[config.mk]
export PLATFORM = sky130hd
export DESIGN_NAME = sig_pattern_gen
export DESIGN_NICKNAME = d
export VERILOG_FILES = /design/src/rtl/sig_pattern_gen.sv
export SDC_FILE = /design/constraint.sdc
export NUM_CORES = 1
export LEC_CHECK = 0
export BUFFER_PORTS_ARGS = -buffer_cell sky130_fd_sc_hd__buf_2
export CELL_PAD_IN_SITES_DETAIL_PLACEMENT = 2
export CELL_PAD_IN_SITES_GLOBAL_PLACEMENT = 2
export CORE_MARGIN = 10
export CORE_UTILIZATION = 39
export CTS_CLUSTER_DIAMETER = 80
export CTS_CLUSTER_SIZE = 16
export DETAILED_ROUTE_END_ITERATION = 16
export GPL_TIMING_DRIVEN = 0
export PLACE_DENSITY_LB_ADDON = 0.1
export SLEW_MARGIN = 15
export SYNTH_ARGS = -nofsm -noshare
export SYNTH_HDL_FRONTEND = slang
export SYNTH_SLANG_ARGS = --single-unit
[constraint.sdc]
create_clock -name clk_i -period 8 [get_ports clk_i]
set_input_delay 1.6 -clock clk_i [delete_from_list [all_inputs] [get_ports clk_i]]
set_output_delay 1.6 -clock clk_i [all_outputs]
set_load 0.03 [all_outputs]
[src/rtl/sig_pattern_gen.sv]
// Programmable periodic rectangular test-signal generator with double-buffered period/high-time config.
// Optional burst mode: define SIG_PATTERN_GEN_BURST_EN to end a run after burst_i periods.
module sig_pattern_gen #(
  parameter int T_CNT_WIDTH = 32,
  parameter int PCNT_WIDTH  = 16
) (
  input  logic                   clk_i,
  input  logic                   arst_i,
  input  logic                   run_i,
  input  logic                   stop_i,
  input  logic [T_CNT_WIDTH-1:0] period_i,
  input  logic [T_CNT_WIDTH-1:0] high_i,
  input  logic [15:0]            burst_i,
  output logic                   sig_o,
  output logic                   busy_o,
  output logic                   done_o,
  output logic                   err_o,
  output logic [PCNT_WIDTH-1:0]  period_cnt_o
);

  typedef enum logic [1:0] {S_IDLE, S_CHECK, S_HIGH, S_LOW} state_e;

  state_e                 state_q, state_d;
  logic                   run_q;
  logic [T_CNT_WIDTH-1:0] cnt_q, cnt_d;
  logic [T_CNT_WIDTH-1:0] per_q, per_d;
  logic [T_CNT_WIDTH-1:0] high_q, high_d;
  logic                   stop_pend_q, stop_pend_d;
  logic                   sig_q;
  logic                   done_q, done_d;
  logic                   err_q, err_d;
  logic [PCNT_WIDTH-1:0]  pcnt_q, pcnt_d;
  logic                   run_det;
  logic                   stop_now;
  logic                   burst_hit;

  function automatic logic cfg_valid(input logic [T_CNT_WIDTH-1:0] p,
                                     input logic [T_CNT_WIDTH-1:0] h);
    return (p >= T_CNT_WIDTH'(2)) && (h != '0) && (h < p);
  endfunction

  assign run_det  = run_i & ~run_q;
  assign stop_now = stop_pend_q | stop_i;

`ifdef SIG_PATTERN_GEN_BURST_EN
  logic [15:0] burst_q, burst_d;
  logic [15:0] bcnt_q, bcnt_d;
  assign burst_hit = (burst_q != 16'd0) && ((bcnt_q + 16'd1) == burst_q);
`else
  logic unused_burst;
  assign unused_burst = ^burst_i;
  assign burst_hit    = 1'b0;
`endif

  always_comb begin
    state_d     = state_q;
    cnt_d       = cnt_q;
    per_d       = per_q;
    high_d      = high_q;
    stop_pend_d = stop_pend_q;
    done_d      = 1'b0;
    err_d       = err_q;
    pcnt_d      = pcnt_q;
`ifdef SIG_PATTERN_GEN_BURST_EN
    burst_d     = burst_q;
    bcnt_d      = bcnt_q;
`endif
    unique case (state_q)
      S_IDLE: begin
        if (run_det) begin
          per_d       = period_i;
          high_d      = high_i;
          err_d       = 1'b0;
          pcnt_d      = '0;
          stop_pend_d = stop_i;
`ifdef SIG_PATTERN_GEN_BURST_EN
          burst_d     = burst_i;
          bcnt_d      = 16'd0;
`endif
          state_d     = S_CHECK;
        end
      end
      S_CHECK: begin
        stop_pend_d = stop_now;
        if (!cfg_valid(per_q, high_q)) begin
          err_d       = 1'b1;
          stop_pend_d = 1'b0;
          state_d     = S_IDLE;
        end else begin
          cnt_d   = '0;
          state_d = S_HIGH;
        end
      end
      S_HIGH: begin
        stop_pend_d = stop_now;
        cnt_d       = cnt_q + 1'b1;
        if (cnt_q == high_q - 1'b1) state_d = S_LOW;
      end
      S_LOW: begin
        stop_pend_d = stop_now;
        cnt_d       = cnt_q + 1'b1;
        // Period boundary: reload shadow config and decide whether to continue.
        if (cnt_q == per_q - 1'b1) begin
          pcnt_d = pcnt_q + 1'b1;
          per_d  = period_i;
          high_d = high_i;
          cnt_d  = '0;
`ifdef SIG_PATTERN_GEN_BURST_EN
          bcnt_d = bcnt_q + 16'd1;
`endif
          if (!cfg_valid(period_i, high_i)) begin
            err_d       = 1'b1;
            stop_pend_d = 1'b0;
            state_d     = S_IDLE;
          end else if (stop_now || burst_hit) begin
            done_d      = 1'b1;
            stop_pend_d = 1'b0;
            state_d     = S_IDLE;
          end else begin
            state_d = S_HIGH;
          end
        end
      end
      default: state_d = S_IDLE;
    endcase
  end

  // run_q resets high so a run_i level held through reset is not taken as an edge.
  always_ff @(posedge clk_i or posedge arst_i) begin
    if (arst_i) begin
      state_q     <= S_IDLE;
      run_q       <= 1'b1;
      cnt_q       <= '0;
      per_q       <= '0;
      high_q      <= '0;
      stop_pend_q <= 1'b0;
      sig_q       <= 1'b0;
      done_q      <= 1'b0;
      err_q       <= 1'b0;
      pcnt_q      <= '0;
`ifdef SIG_PATTERN_GEN_BURST_EN
      burst_q     <= 16'd0;
      bcnt_q      <= 16'd0;
`endif
    end else begin
      state_q     <= state_d;
      run_q       <= run_i;
      cnt_q       <= cnt_d;
      per_q       <= per_d;
      high_q      <= high_d;
      stop_pend_q <= stop_pend_d;
      sig_q       <= (state_q == S_HIGH);
      done_q      <= done_d;
      err_q       <= err_d;
      pcnt_q      <= pcnt_d;
`ifdef SIG_PATTERN_GEN_BURST_EN
      burst_q     <= burst_d;
      bcnt_q      <= bcnt_d;
`endif
    end
  end

  assign sig_o        = sig_q;
  assign busy_o       = (state_q != S_IDLE);
  assign done_o       = done_q;
  assign err_o        = err_q;
  assign period_cnt_o = pcnt_q;

endmodule

==> run summary, run 1 <==
Final Hold Fails = 0
Synth Area per Inst = 8.55 um2
Post-Syn Area = 0.00934 mm2
gr usage total = 24.7%
maximum vdd drop = 0.108 mV
CTS Buf Count = 17
RSZ-0062 raised after global routing = false
Setup CP Type = reg -> reg
Chip Height = 175 um
CTS tree = yes
Layout Skew = 14.9 ps
TNS Setup = 0 ps
Via Count = 9160
Min Hold Slack = 506 ps
post-CTS sizing = 0
required time of the critical path = 8290 ps
Iteration-0 DRC Markers = 578
Final min period = 4940 ps
Slew Limit Fails = 0
CP startpoint kind = register
hpwl dp = 29100 um
initial core utilization = 39.7%
DR WL/cell = 24.8 um
hold buffers post-CTS = 0
pin count of the biggest net entering global routing = 61
htree depth = 4
f_max = 0.202 GHz
GPL Wtd Cong = 0.901
Least-Margin Pin Slew = 1240 ps
sequential-to-total area share from yosys stat = 31.9%
initial antenna violation count = 1
number of flops mapped to enable cells by yosys = 0
Area Overhead vs Synth = 15.5%
die area = 0.0305 mm2
CP endpoint kind = register
antenna viol nets, final = 0
first-pass GRT wire length = 59500 um
gr ovfl total = 0
syn nets = 1244
most common cell after layout, fill and taps aside = dfrtp_1
share of cells above drive strength 1 = 16.2%
drt pass-1 iters = 5
Core Area = 0.0235 mm2
Post-synth top flop = dfrtp_1
synth warn = 0
max-cap violations = 0
DRC = 0
Root Buffer = clkbuf_16
CP Max Fanout = 10
min-delay src = period_cnt_o[5]$_DFFE_PP0P_
#FFs+latches synth = 119
status = finished, final reports clean
Ports = 104
cells after synthesis = 1092
clk sinks = 119
Final Cycle Share = 61.8%
crit path DAT = 5230 ps
Leakage = 0.00461 uW
Reg2Reg Launch Point = per_q[4]$_DFFE_PP0P_
Chip Width = 175 um
row count = 56
# setup viols final = 0
pwr dens = 153 mW/mm2
worst skew pair latency = 430 ps
most frequent cells in the layout = dfrtp_1, buf_2, inv_1
Post-CTS Setup Bufs = 0
Hold WC Path Type = reg -> reg
Vias/cell = 5.98
Nets = 1351
final wirelength = 38000 um
clock tree buffer depth = 2
input/output buffers = 87
number of global-route vias before repair = 10200
number of distinct library cells after synthesis = 71
async set or reset register ratio after synthesis = 100%
Crit. Startpoint = per_q[4]$_DFFE_PP0P_
Clk pin slew, worst setup/hold paths = 70 ps
slew margin rel. = 14.9%
[path summary, 6_finish.rpt]
| path | to | slack [ps] | depth (start not counted) |
|---|---|---|---|
| worst max-delay path | cnt_q[17]$_DFFE_PP0P_ | 3060 | 11 |
| worst min-delay path | period_cnt_o[5]$_DFFE_PP0P_ | 510 | 1 |
| worst max register to register | cnt_q[17]$_DFFE_PP0P_ | 3060 | 11 |
| worst min register to register | period_cnt_o[5]$_DFFE_PP0P_ | 510 | 1 |
| max in group asynchronous | run_q$_DFF_PP1_ | 6010 | 3 |
| min in group asynchronous | high_q[2]$_DFFE_PP0P_ | 1230 | 2 |
[cell usage after synthesis (11+ instances only)]
master    count  area share, %
or3_1        18            1.2
o21ai_0      73            3.9
or4_1        23            1.8
clkbuf_1     43            1.7
nor4_1       37            2.5
a21oi_1      39            2.1
inv_1        86            3.5
nor2_1       53            2.1
nand2_1      62            2.5
dfrtp_1     118             32
a21o_1       17            1.4
nor3_1       43            2.3
o311ai_1     11            1.0
ha_1         68            9.1
xor2_1       35            3.3
buf_2        12           0.64
nand3_1      74            4.0
nand4_1      37            2.5
xnor2_1      60            5.6
mux2_2       31            3.7
[power breakdown]
group / switching [uW] / total (uW) / internal, uW
logic: 124 / 209 / 84.9
registers: 35.0 / 653 / 618
clock network: 342 / 785 / 443
[sequential cells by signal, summed over array words and instances, names as in the netlist]
| name | flops |
|---|---|
| cnt_q | 32 |
| high_q | 32 |
| per_q | 32 |
| period_cnt_o | 16 |
| state_q | 2 |
| done_o | 1 |
| err_o | 1 |
| run_q | 1 |
| sig_o | 1 |
| stop_pend_q | 1 |
[worst max-delay path, cell delays in order, from the launching register on]
cell	delay [ps]
dfrtp_1	370
clkbuf_1	240
nor4_1	650
nand4_1	440
or2_2	470
o31ai_1	570
o21ai_1	280
nor4_4	550
a41oi_2	420
clkbuf_1	420
a22oi_1	280
o41ai_1	110
[logic make-up (layout without fill, tap and decap cells)]
family                   after synthesis  count (layout)  synth area share [%]
XOR/XNOR                              95              95                  8.91
buffers and inverters                150             270                  6.67
flip-flops                           119             119                  31.9
multiplexers                          42              42                  4.96
adder cells (fa/ha/maj)               68              68                  9.11
AO/OA/AOI/OAI                        211             211                  14.5
AND/OR/NAND/NOR                      407             407                  24.0
other                                  0               1                     0
[routing by layer]
metal  global-route usage [%]  part of all wire (%)
met2                     41.9                    49
met5                        0                     0
met4                     7.77                   2.1
met1                     31.7                    45
met3                     3.38                   3.9
[through the flow]
step	instance area, um2	setup WS, ps	utilization (%)	std cells	power, uW
6_report	10800	3060	45.8	1532	1650
5_1_grt	10800	2900	45.8	1532	1700
4_1_cts	10800	3090	45.8	1531	1650
3_5_place_dp	10200	3100	43.4	1499	864
3_3_place_gp	10200	1570	43.2	1498	849
2_1_floorplan	9340	3240	-	1092	775
[area by class of cell]
type,instances,area (um2)
Multi-Input combinational cell,823,5740
Inverter,86,328
Antenna cell,1,2.50
Sequential cell,119,2980
Tap cell,319,399
Clock buffer,18,439
Clock inverter,14,136
Buffer,64,300
Fill cell,2675,12800
Timing Repair Buffer,88,463
Note: power is estimated with default switching activity, not from simulation.
==> run 2: changes to the inputs <==
Settings changed: CORE_UTILIZATION 39 to 33.
Clock period 8 ns to 4.35 ns, I/O delays scaled along.
==> run summary, run 2 (synthesis results as in run 1) <==
Ports = 104 (unchanged)
initial antenna violation count = 0 (-1)
CTS tree = yes
pwr dens = 279 mW/mm2 (+83%)
clock tree buffer depth = 2 (unchanged)
Reg2Reg Launch Point = per_q[0]$_DFFE_PP0P_
Leakage = 0.00469 uW (+1.8%)
Least-Margin Pin Slew = 1070 ps (-176 ps)
status = finished, final reports clean
first-pass GRT wire length = 58000 um (-2.5%)
CP Max Fanout = 10 (unchanged)
final std cells w/o fill = 1596 (+4.2%)
f_max = 0.236 GHz (+17%)
FF-to-FF End = high_q[7]$_DFFE_PP0P_
slew margin rel. = 28.1% (+13 points)
row count = 61 (+8.9%)
Filler cells = 3161 (+18%)
crit path DAT = 4530 ps (-700 ps)
Core Area = 0.0279 mm2 (+18%)
CP endpoint kind = register
Area Overhead vs Synth = 18.3%
number of global-route vias before repair = 9986 (-1.9%)
hpwl dp = 29300 um (+0.61%)
Nets = 1358 (+0.52%)
Worst path depth = 14 (+3)
worst skew pair latency = 430 ps (about the same)
Vias/cell = 5.64 (-5.7%)
max-cap violations = 0 (unchanged)
Iteration-0 DRC Markers = 435 (-25%)
CTS Buf Count = 17 (unchanged)
reg-to-reg slack, setup = 110 ps (-2950 ps)
share of cells above drive strength 1 = 18.1% (+1.9 points)
Final Cycle Share = 97.4% (+36 points)
Regs by FF count = cnt_q x32, high_q x32, per_q x32
DR WL/cell = 22.9 um (-7.6%)
P_sw = 881 uW (+76%)
Hold WC Path Type = in -> async
die area = 0.0354 mm2 (+16%)
Via Count = 8999 (-1.8%)
Setup CP Type = reg -> reg
sw frac = 28.6% (-1.8 points)
placed cells = 1558 (+3.9%)
PnR worst setup slack = 112 ps (-2950 ps)
htree depth = 4 (unchanged)
gr usage total = 20.7% (-4.0 points)
maximum vdd drop = 0.140 mV (+30%)
CP top delay family = simple AND/OR/NAND/NOR gates
gr ovfl total = 0 (unchanged)
Seq pwr share = 39.0% (-0.7 points)
pin count of the biggest net entering global routing = 61 (unchanged)
initial core utilization = 33.5% (-6.1 points)
input/output buffers = 87 (unchanged)
CP startpoint kind = register
Most Frequent Cell on Critical Path = buf_6
Clk pin slew, worst setup/hold paths = 70 ps (about the same)
Buf/Inv on CP = 4 (+2)
Chip Height = 188 um (+7.7%)
Final min period = 4240 ps (-705 ps)
Final Hold Fails = 0 (unchanged)
final wirelength = 36600 um (-3.7%)
Int Power = 2200 uW (+92%)
Crit-path slowest cell = or4b_2
clk sinks = 119 (unchanged)
hold buffers post-CTS = 0 (unchanged)
drt pass-1 iters = 5 (unchanged)
Root Buffer = clkbuf_16
required time of the critical path = 4640 ps (-3650 ps)
# setup viols final = 0 (unchanged)
CP max stage delay = 590 ps (-60 ps)
DRC = 0 (unchanged)
Slew Limit Fails = 0 (unchanged)
GPL Wtd Cong = 0.893 (-0.82%)
most common cell after layout, fill and taps aside = dfrtp_1
Layout Skew = 12.7 ps (-2.21 ps)
n_diodes = 0 (-1)
Clk pwr share = 48.7% (+1.0 points)
antenna viol nets, final = 0 (unchanged)
Gate power share = 12.3% (-0.4 points)
crit path cell chain = inv_2 > ha_4 > or4b_2 > or4_1 > clkbuf_4 > or4_4 > mux2i_2 > nor3_4 > and4bb_4 > nand2_2 > and2_1 > buf_6 > buf_6 > mux2_1
pre-CTS setup slack = -385 ps (-3490 ps)
most frequent cells in the layout = dfrtp_1, buf_2, inv_1
Chip Width = 188 um (+7.7%)
r2r worst-path depth = 14 (+3)
[run 2: final cells by class]
class	count	area, um2	area share (%)
Multi-Input combinational cell	823	5810	52.6
Buffer	62	303	2.74
Inverter	86	328	2.97
Timing Repair Buffer	97	543	4.92
Tap cell	378	473	4.28
Clock inverter	14	176	1.60
Clock buffer	17	425	3.85
Sequential cell	119	2980	27.0
[run 2: how the worst max path moves through the flow]
stage                               from                     to  slack, ps
global placement                  arst_i  cnt_q[29]$_DFFE_PP0P_      -1490
finish              per_q[0]$_DFFE_PP0P_  high_q[7]$_DFFE_PP0P_        110
detailed placement  per_q[4]$_DFFE_PP0P_   cnt_q[9]$_DFFE_PP0P_       -380
CTS                 per_q[1]$_DFFE_PP0P_  high_q[7]$_DFFE_PP0P_          3
global route        per_q[0]$_DFFE_PP0P_  high_q[7]$_DFFE_PP0P_         -8
floorplan                         arst_i   cnt_q[0]$_DFFE_PP0P_        320
[run 2: power groups by stage]
stage	registers [uW]	logic, uW	clock network (uW)
3_3_place_gp	1220	355	0
3_5_place_dp	1220	373	0
6_report	1200	379	1500
5_1_grt	1210	433	1570
4_1_cts	1200	380	1530
2_1_floorplan	1190	235	0
[run 2: repair_timing]
| item | 4_1_cts | 5_1_grt |
|---|---|---|
| setup buffers | 4 | 5 |
| setup endpoints to repair | 111 | 106 |
| gates resized for setup | 10 | 14 |
| pin swaps | 2 | 1 |
[run 2: metal layers]
layer	vias up	track usage (%)	share of wire [%]
li1	4220	-	-
met1	4605	27.5	48
met2	137	34.1	47
met3	37	2.66	3.2
met4	0	6.49	2.3
met5	-	0	0
[run 2: through the flow]
step	total power (uW)	util [%]	TNS [ps]	instance area, um2	hold WS [ps]
6_report	3080	39.7	0	11000	497
5_1_grt	3210	39.7	-16.3	11000	527
4_1_cts	3110	39.3	0	11000	518
3_5_place_dp	1590	36.9	-18470	10300	503
3_3_place_gp	1570	36.8	-191860	10200	486
2_1_floorplan	1430	-	0	9340	505
